### config.mk
export PLATFORM = sky130hd
export DESIGN_NAME = if_id_queue
export DESIGN_NICKNAME = d
export VERILOG_FILES = /design/src/rtl/if_id_queue.sv
export SDC_FILE = /design/constraint.sdc
export NUM_CORES = 1
export LEC_CHECK = 0
export BUFFER_PORTS_ARGS = -buffer_cell sky130_fd_sc_hd__buf_4
export CAP_MARGIN = 20
export CORE_MARGIN = 1
export CORE_UTILIZATION = 58
export DETAILED_ROUTE_END_ITERATION = 10
export MAX_ROUTING_LAYER = met4
export PLACE_DENSITY = 0.81
export SKIP_CTS_REPAIR_TIMING = 1
export SYNTH_ARGS = -nofsm -noshare
export SYNTH_HDL_FRONTEND = slang
export SYNTH_SLANG_ARGS = --single-unit
### constraint.sdc
create_clock -name clk -period 4.01 [get_ports clk]
set_input_delay 0.401 -clock clk [delete_from_list [all_inputs] [get_ports clk]]
set_output_delay 0.401 -clock clk [all_outputs]
set_load 0.02 [all_outputs]
### src/rtl/if_id_queue.sv
// ---------------------------------------------------------------------------
// if_id_queue
//   IF->ID pipeline stage backed by a DEPTH-entry instruction FIFO. Fetched
//   instructions that arrive while decode is stalled are queued in order
//   and presented to decode later without loss. A branch flush empties the
//   queue and the ID-side registers in a single cycle.
//
// Ports
//   clk       : clock, all state updates on the rising edge
//   rst       : synchronous reset, active-high (clears everything)
//   flush     : branch interception; drops queued/held instructions
//   if_valid  : if_pc/if_inst carry a fetched instruction this cycle
//   if_pc     : fetched pc
//   if_inst   : fetched instruction
//   if_ready  : FIFO not full (depends on stored state only)
//   id_stall  : decode cannot accept; ID-side outputs hold
//   id_valid  : id_pc/id_inst hold a real instruction
//   id_pc     : pc presented to decode
//   id_inst   : instruction presented to decode
//   count     : FIFO occupancy, excluding the ID-side register
//   overflow  : sticky flag, set when an if_valid was dropped while full
// ---------------------------------------------------------------------------
module if_id_queue #(
    parameter int ADDR_WIDTH = 32,
    parameter int INST_WIDTH = 32,
    parameter int DEPTH      = 4
) (
    input  logic                         clk,
    input  logic                         rst,
    input  logic                         flush,
    input  logic                         if_valid,
    input  logic [ADDR_WIDTH-1:0]        if_pc,
    input  logic [INST_WIDTH-1:0]        if_inst,
    output logic                         if_ready,
    input  logic                         id_stall,
    output logic                         id_valid,
    output logic [ADDR_WIDTH-1:0]        id_pc,
    output logic [INST_WIDTH-1:0]        id_inst,
    output logic [$clog2(DEPTH+1)-1:0]   count,
    output logic                         overflow
);

    localparam int CW = $clog2(DEPTH + 1);
    localparam int PW = $clog2(DEPTH);

    logic [ADDR_WIDTH-1:0] pc_mem_r   [DEPTH];
    logic [INST_WIDTH-1:0] inst_mem_r [DEPTH];
    logic [PW-1:0]         rd_ptr_r;
    logic [PW-1:0]         wr_ptr_r;

    logic          empty_s;
    logic          full_s;
    logic          advance_s;
    logic          pop_s;
    logic          bypass_s;
    logic          push_s;
    logic          drop_s;
    logic [CW-1:0] count_nxt_s;

    // Per-cycle FIFO control decisions, all taken from pre-cycle state.
    always_comb begin
        empty_s   = (count == {CW{1'b0}});
        full_s    = (count == CW'(DEPTH));
        advance_s = !id_stall;
        pop_s     = advance_s && !empty_s;
        // With an empty queue and decode advancing, the fetch goes straight
        // into the ID registers and never occupies a FIFO slot.
        bypass_s  = advance_s && empty_s && if_valid;
        // Full check deliberately ignores a same-cycle pop.
        push_s    = if_valid && !full_s && !bypass_s;
        drop_s    = if_valid && full_s;
        if (push_s && !pop_s) begin
            count_nxt_s = count + CW'(1);
        end else if (pop_s && !push_s) begin
            count_nxt_s = count - CW'(1);
        end else begin
            count_nxt_s = count;
        end
    end

    assign if_ready = !full_s;

    // Control state, ID-side registers and sticky overflow flag.
    always_ff @(posedge clk) begin
        if (rst) begin
            id_valid <= 1'b0;
            id_pc    <= {ADDR_WIDTH{1'b0}};
            id_inst  <= {INST_WIDTH{1'b0}};
            count    <= {CW{1'b0}};
            rd_ptr_r <= {PW{1'b0}};
            wr_ptr_r <= {PW{1'b0}};
            overflow <= 1'b0;
        end else if (flush) begin
            // Same as reset except the overflow history is kept.
            id_valid <= 1'b0;
            id_pc    <= {ADDR_WIDTH{1'b0}};
            id_inst  <= {INST_WIDTH{1'b0}};
            count    <= {CW{1'b0}};
            rd_ptr_r <= {PW{1'b0}};
            wr_ptr_r <= {PW{1'b0}};
        end else begin
            if (advance_s) begin
                if (!empty_s) begin
                    id_valid <= 1'b1;
                    id_pc    <= pc_mem_r[rd_ptr_r];
                    id_inst  <= inst_mem_r[rd_ptr_r];
                end else if (if_valid) begin
                    id_valid <= 1'b1;
                    id_pc    <= if_pc;
                    id_inst  <= if_inst;
                end else begin
                    id_valid <= 1'b0;
                    id_pc    <= {ADDR_WIDTH{1'b0}};
                    id_inst  <= {INST_WIDTH{1'b0}};
                end
            end
            if (pop_s) begin
                rd_ptr_r <= rd_ptr_r + PW'(1);
            end
            if (push_s) begin
                wr_ptr_r <= wr_ptr_r + PW'(1);
            end
            if (drop_s) begin
                overflow <= 1'b1;
            end
            count <= count_nxt_s;
        end
    end

    // FIFO storage; data needs no reset because count gates every read.
    always_ff @(posedge clk) begin
        if (!rst && !flush && push_s) begin
            pc_mem_r[wr_ptr_r]   <= if_pc;
            inst_mem_r[wr_ptr_r] <= if_inst;
        end
    end

endmodule

# Word-level counts from Yosys, hierarchy flattened
# Memories as Yosys holds them, arrays and structs flattened. A register that Yosys moved wholly into a read port is not among the register bits.
# Index checks and enable logic that the tools add are counted.
[word_totals] regBits=73 word_cells=51 ramBits=256 memories=2
[memory_table] memory="inst_mem_r" depth=4 word_bits=32 rd=1 rd_clocked_by_memory_dff=1 write_ports=1 line="47" text="logic [INST_WIDTH-1:0] inst_mem_r [DEPTH];"
[memory_table] memory="pc_mem_r" depth=4 word_bits=32 rd=1 rd_clocked_by_memory_dff=1 write_ports=1 line="46" text="logic [ADDR_WIDTH-1:0] pc_mem_r [DEPTH];"
[op_classes] n_eq_ne=1 addsub=4 bitwise_logic=1 reduce_logical=22 n_mux=14
[op_table] cell="$mux 32" n=4
[op_table] cell="$logic_and 1x1->1" n=10
[op_table] cell="$logic_not 1->1" n=8
[op_table] cell="$mux 2" n=4
[op_table] cell="$mux 3" n=2
[op_table] cell="$add 2x1->2 const B" n=2
[op_table] cell="$mux 1" n=4
[op_table] cell="$add 3x1->3 const B" n=1
[op_table] cell="$eq 3x3->1 const B" n=1
[op_table] cell="$logic_not 3->1" n=1
[op_table] cell="$sub 3x1->3 const B" n=1
[op_table] cell="$reduce_and 2->1" n=1
[op_table] cell="$reduce_bool 2->1" n=1
[op_table] cell="$reduce_or 2->1" n=1
[op_table] cell="$not 1->1" n=1

# Longest topological paths before layout
# Gate-level depths: netlist of the first run.
[logic_depth] depth_word=9 mapped_depth=10 ltp_nobuf=8

# Worst setup path after synthesis of the first run
# No wires, ideal clock.
[synth_timing] path_kind="flip-flop to flip-flop" start="register count[0]" end="memory inst_mem_r[0][0] (enable)" setup_ps=429 period_less_slack_ps=3075 arrival_time_ps=2646 path_stages_with_launch=4 slack_ps=935 cell_sequence="dfxtp_1 > nor2_1 > a21oi_1 > and3_1"
[synth_via] elab_chain_cells=8 elab_cells_between_ends=11 classes_between="1 x eq/ne; 2 x mux; 8 x reduce/logical"
[synth_lines] item="start: declaration" line="39" text="output logic [$clog2(DEPTH+1)-1:0] count,"
[synth_lines] item="start signal: assignment" line="89" text="count <= {CW{1'b0}};"
[synth_lines] item="start signal: assignment" line="98" text="count <= {CW{1'b0}};"
[synth_lines] item="start signal: assignment" line="126" text="count <= count_nxt_s;"
[synth_lines] item="$logic_not 3->1" line="62" text="empty_s = (count == {CW{1'b0}});"
[synth_lines] item="$logic_and 1x1->1 (2 in series)" line="68" text="bypass_s = advance_s && empty_s && if_valid;"
[synth_lines] item="$logic_not 1->1" line="70" text="push_s = if_valid && !full_s && !bypass_s;"
[synth_lines] item="$logic_and 1x1->1 *" line="70"
[synth_lines] item="net push_s" line="56" text="logic push_s;"
[synth_lines] item="$logic_and 1x1->1 *" line="132" text="if (!rst && !flush && push_s) begin"
[synth_lines] item="$mux 1 *" line="132"
[synth_lines] item="$mux 1 (not written as such) *" line="134" text="inst_mem_r[wr_ptr_r] <= if_inst;"
[synth_lines] item="end: declaration" line="47"
# The timed path passes the listed nets; every way through them passes the cells marked *.

# Worst setup path after layout of the first run
[layout_timing] start="register count[0]" end="register count[2]"
[layout_via] elab_chain_cells=8 elab_cells_between_ends=19 classes_between="2 x add/sub; 1 x eq/ne; 2 x mux; 14 x reduce/logical"
[layout_lines] item="$logic_not 3->1" line="62"
[layout_lines] item="$logic_and 1x1->1 (2 in series)" line="68"
[layout_lines] item="$logic_not 1->1" line="70"
[layout_lines] item="$logic_and 1x1->1 *" line="70"
[layout_lines] item="net push_s" line="56"
[layout_lines] item="$logic_not 1->1" line="74" text="end else if (pop_s && !push_s) begin"
[layout_lines] item="$logic_and 1x1->1" line="74"
[layout_lines] item="$reduce_bool 2->1 (no line)"
# The timed path passes the listed nets; every way through them passes the cells marked *. The select of a mux whose other input is x is not followed.
# A chain may end at the register's enable or synchronous reset.

==> impl_metrics.tcl, run 1 <==
set metrics [dict create \
    grt_max_degree 65 \
    cts_sinks 331 \
    ir_drop_uv 318 \
    setup_violations 0 \
    vias 7100 \
    drv_slew 0 \
    numPortBuffers 138 \
    cts_buffer_depth 3 \
    viasPerCell 6.09 \
    antenna_found_initial 0 \
    syn_area_per_cell_um2 17.0 \
    fmax_mhz 401 \
    synth_nets 814 \
    status "finished clean" \
    post-place-ws_ns 1.42 \
    cts.reportedPaths.clkPinSlew_ns 0.06 \
    gp_congestion 0.733 \
    hold_viol_final 0 \
    drv_cap 0 \
    crit_type "register to register" \
    end_kind "register" \
    coreArea_um2 21100 \
    die_w_um 149 \
    fin_ws_ns 1.52 \
    worstMarginPinSlew_ns 1.03 \
    mostFrequentLayoutCell "edfxtp_1" \
    p_leak_nw 5.00 \
    drcViolationCount 0 \
    synth.distinct_cells 34 \
    fp.dieH_um 149 \
    clk_latency_ns 0.56 \
    cp_data_required_time_ns 4.49 \
    routed_wl_um 26100 \
    hold_class "input port to register" \
    hpwlAfterDp_um 14200 \
    synth_seq_cells 331 \
    setup_tns_ns 0 \
    io_pins 139 \
    rsz0062_at_grt "no" \
    slew_headroom_pct 30.9 \
    cp_max_fo 7 \
    clockRootBuffer "clkbuf_16" \
    drt_iter0_markers 556 \
    syn_to_final_growth_pct 18.4 \
    dieArea_um2 22200 \
    clock_skew_ns 0.0153 \
    whs_ns 0.0622 \
    h-tree-depth 1 \
    final_cell_mix "edfxtp_1 (256), buf_4 (141), dfxtp_1 (73)" \
    cts_buffers 31 \
    syn_inst 739 \
    netlist_area_um2 12500 \
    cts_tree "built" \
    grt_pass1_vias 7086 \
    p_per_area_nw_per_um2 509 \
    grt-ovfl-total 0 \
    ys_warn_count 0 \
    grt_pass1_wl_um 39600 \
    wl_per_cell_um 22.4 \
    final_net_count 940 \
    ant_nets 0 \
    n_antenna_cell 0 \
    dr.pass1.iters 5 \
    fp-row-count 53 \
    crit_path_start_kind "register" \
    place_inst 1107 \
    layout.cells.non_filler 1165 \
    min_period_ns 2.49 \
    ys_seq_area_share_pct 73.3 \
    layout-drive-gt1-share_pct 33.7 \
    power_w 0.00755 \
    finalCritPeriodShare_pct 62.2 \
    grt_usage_pct 24.6 \
    start_util_pct 59.4 \
    crit_arrival_ns 2.97 \
]
per-stage QoR:
step | instance area [µm²] | utilization (%)
final | 14800 | 70.4
after detailed placement | 13700 | 65.1
after floorplan | 12500 | -
after global placement | 13700 | 65.1
after CTS | 14800 | 70.4
after global routing | 14800 | 70.4
power breakdown:
group	internal, W	total, W	switching [W]	leakage (nW)
registers	0.00376	0.00381	0.0000471	2.92
clock network	0.00191	0.00313	0.00122	0.552
logic	0.000245	0.000610	0.000365	1.52
cells in the mapped netlist, drive strengths merged:
library cell    n  share of area (%)
buf            28                1.5
nand2          17               0.51
o21ai          57                2.3
edfxtp        256                 61
xnor2           2               0.14
mux2i           2               0.16
or2             2               0.10
dfxtp          75                 12
o32ai           1              0.070
nand2b          1              0.050
nor3           59                2.5
clkbuf         21               0.66
or3             1              0.050
a21oi          58                3.2
nor3b           1              0.060
nor2           65                1.9
or4             1              0.060
a32oi           8               0.56
mux4           64                 12
and3            4               0.20
fa              1               0.16
ha              5               0.50
o221a           1              0.090
xor2            3               0.21
inv             6               0.18
final cells by class:
type / instances / area [µm²]
clock buffers: 45 / 920
multi-input cells: 353 / 3080
fillers: 1317 / 6250
inverters: 6 / 22.5
clock inverters: 13 / 193
repair buffers: 142 / 1080
well taps: 275 / 344
flip-flops and latches: 331 / 9200
kinds of logic (layout without fill, tap and decap cells):
logic type / after synthesis / count (layout) / synth area share, %
mux: 66 / 66 / 11.7
fa+ha+maj: 6 / 6 / 0.659
flops: 331 / 331 / 73.3
xor+xnor: 5 / 5 / 0.350
buf+inv: 55 / 206 / 2.31
simple gates: 151 / 151 / 5.46
compound gates: 125 / 125 / 6.21
sequential cells by signal, summed over array words and instances (netlist names), named ones only:
signal / count
inst_mem_r: 128
count: 3
id_inst: 32
pc_mem_r: 128
id_pc: 32
wr_ptr_r: 2
overflow: 1
rd_ptr_r: 2
id_valid: 1
critical path, cell delays in order (launching register included):
cell     delay [ns]
dfxtp_1        0.48
nor2_1         0.10
a21oi_1        0.51
ha_1           0.30
inv_1          0.06
fa_1           0.37
xor2_1         0.16
or3_1          0.31
a21oi_1        0.14
worst paths after layout:
kind	startpoint	to	slack [ns]	depth (start not counted)
setup reg to reg	count[0]$_SDFFE_PP0P_	count[2]$_SDFFE_PP0P_	1.52	8
setup / recovery	count[0]$_SDFFE_PP0P_	count[2]$_SDFFE_PP0P_	1.52	8
hold / removal	if_pc[10]	pc_mem_r[1][10]$_DFFE_PP_	0.06	1
hold reg to reg	overflow$_SDFFE_PP0P_	overflow$_SDFFE_PP0P_	0.46	2
per-layer routing:
| layer | vias up | wire (µm) | global-route usage (%) |
|---|---|---|---|
| met5 | - | 0 | - |
| met4 | 0 | 512 | 6.99 |
| met3 | 46 | 1880 | 2.81 |
| met2 | 333 | 13300 | 40.4 |
| met1 | 3595 | 10400 | 32.8 |
| li1 | 3126 | - | - |
(Power assumes the default switching activity.)
==> run 2: changes to the inputs <==
--- a/config.mk
+++ b/config.mk
@@ -8,10 +8,10 @@
 export BUFFER_PORTS_ARGS = -buffer_cell sky130_fd_sc_hd__buf_4
 export CAP_MARGIN = 20
 export CORE_MARGIN = 1
-export CORE_UTILIZATION = 58
+export CORE_UTILIZATION = 52
 export DETAILED_ROUTE_END_ITERATION = 10
 export MAX_ROUTING_LAYER = met4
-export PLACE_DENSITY = 0.81
+export PLACE_DENSITY = 0.77
 export SKIP_CTS_REPAIR_TIMING = 1
 export SYNTH_ARGS = -nofsm -noshare
 export SYNTH_HDL_FRONTEND = slang
==> constraint.sdc (replaced) <==
create_clock -name clk -period 2.2 [get_ports clk]
set_input_delay 0.22 -clock clk [delete_from_list [all_inputs] [get_ports clk]]
set_output_delay 0.22 -clock clk [all_outputs]
set_load 0.02 [all_outputs]
==> impl_metrics.tcl, run 2 (synthesis gave the netlist of run 1 again) <==
set metrics [dict create \
    cts_sinks 331 \
    clk_latency_ns 0.50 \
    hpwlAfterDp_um 15300 \
    end_kind "register" \
    routed_wl_um 26900 \
    worstMarginPinSlew_ns 0.955 \
    drv_cap 0 \
    drt_iter0_markers 570 \
    grt_pass1_wl_um 40700 \
    worst_path_max_delay_cell "fa_1" \
    h-tree-depth 2 \
    wl_met2_um 13600 \
    cp_max_fo 6 \
    n_antenna_cell 0 \
    grt_max_degree 58 \
    setup_tns_ns 0 \
    rsz0062_at_grt "no" \
    crit_type "register to register" \
    whs_ns 0.0988 \
    vias 7305 \
    crit_path_start_kind "register" \
    p_leak_nw 5.38 \
    ir_drop_uv 678 \
    cts_buffers 35 \
    cts.reportedPaths.clkPinSlew_ns 0.06 \
    drv_slew 0 \
    fmax_mhz 481 \
    dieArea_um2 24700 \
    setup_violations 0 \
    coreArea_um2 23500 \
    crit_arrival_ns 2.51 \
    mostFrequentLayoutCell "edfxtp_1" \
    fill_cells 1598 \
    cts_buffer_depth 3 \
    die_w_um 157 \
    finalCritPeriodShare_pct 94.5 \
    syn_to_final_growth_pct 26.3 \
    fp.dieH_um 157 \
    ant_nets 0 \
    start_util_pct 53.2 \
    fp-row-count 56 \
    drcViolationCount 0 \
    antenna_found_initial 0 \
    cp_data_required_time_ns 2.63 \
    p_per_area_nw_per_um2 869 \
    clock_skew_ns 0.00993 \
    numPortBuffers 138 \
    layout-drive-gt1-share_pct 32.3 \
    io_pins 139 \
    wl_met3_um 1940 \
    wl_met1_um 10900 \
    final_util_pct 67.2 \
    grt-ovfl-total 0 \
    hold_viol_final 0 \
    top_regs "inst_mem_r: 128 flops, pc_mem_r: 128 flops" \
    gp_congestion 0.745 \
    routed.top_layer "met4" \
    slew_headroom_pct 36.4 \
    final_cell_mix "edfxtp_1 (256), buf_4 (150), dfxtp_1 (71)" \
    grt_pass1_vias 7128 \
    viasPerCell 5.62 \
    max_stage_delay_ns 0.37 \
    cts_tree "built" \
    clockRootBuffer "clkbuf_16" \
    hold_class "input port to register" \
    min_period_ns 2.08 \
    final_net_count 1029 \
    status "finished clean" \
    grt_usage_pct 22.8 \
    path_cells "nor3_2 > or2_2 > ha_1 > inv_1 > fa_1 > xor2_1 > or3_1 > a21oi_1" \
    dr.pass1.iters 5 \
    wl_per_cell_um 20.7 \
]
==> run 2: cell types whose count changed in the layout (fill, tap and decap cells not counted), moves of 2 or more <==
cell	delta
dfxtp_1	-2
clkinv_2	-4
buf_12	+11
dfxtp_2	+2
clkbuf_16	+5
dlygate4sd3_1	+65
bufinv_16	-4
clkbuf_1	+7
clkinv_1	+4
buf_4	+9
clkbuf_8	-3
==> run 2: final timing paths <==
kind                              start                       end  slack, ns  cells after the start
setup / recovery  count[0]$_SDFFE_PP0P_     count[2]$_SDFFE_PP0P_       0.12                      8
hold / removal                    flush  id_inst[24]$_SDFFE_PP0N_        0.1                      4
setup reg to reg  count[0]$_SDFFE_PP0P_     count[2]$_SDFFE_PP0P_       0.12                      8
hold reg to reg   overflow$_SDFFE_PP0P_     overflow$_SDFFE_PP0P_       0.50                      2
==> run 2: cell type report <==
cell class / count / area [µm²] / share of cell area [%]
Tap cell: 319 / 399 / 2.52
Inverter: 6 / 22.5 / 0.142
Clock inverter: 9 / 66.3 / 0.419
Clock buffer: 54 / 1030 / 6.51
Sequential cell: 331 / 9200 / 58.2
Multi-Input combinational cell: 353 / 3090 / 19.5
Timing Repair Buffer: 227 / 2020 / 12.8
==> run 2: per-stage QoR <==
step | instance area, µm² | std cells | power [W] | setup slack [ns]
detailed placement | 14100 | 1171 | 0.00823 | 0.129
floorplan | 12500 | 739 | 0.00775 | 0.00497
global placement | 14100 | 1171 | 0.00819 | 0.200
global route | 15800 | 1299 | 0.0142 | 0.0121
CTS | 15200 | 1234 | 0.0138 | 0.113
finish | 15800 | 1299 | 0.0137 | 0.122
==> run 2: report_power, final <==
group | internal [W] | switching (W) | leakage (nW)
clock network | 0.00333 | 0.00222 | 0.530
logic | 0.000552 | 0.000707 | 1.93
registers | 0.00686 | 0.0000759 | 2.92
total | 0.0107 | 0.00301 | 5.38
==> run 2: worst max-delay path, delay by kind of cell, from the launching register on <==
kind / cells / cell delay, ns
AND/OR/NAND/NOR: 3 / 0.72
adder cells (fa/ha/maj): 2 / 0.56
flip-flops: 1 / 0.36
XOR/XNOR: 1 / 0.15
AO/OA/AOI/OAI: 1 / 0.14
buffers and inverters: 1 / 0.06
==> run 2: metal layers <==
layer	GRT usage [%]	vias to the layer above
met5	-	-
met4	6.84	0
met3	4.13	45
met2	37.5	313
met1	29.1	3643
li1	-	3304
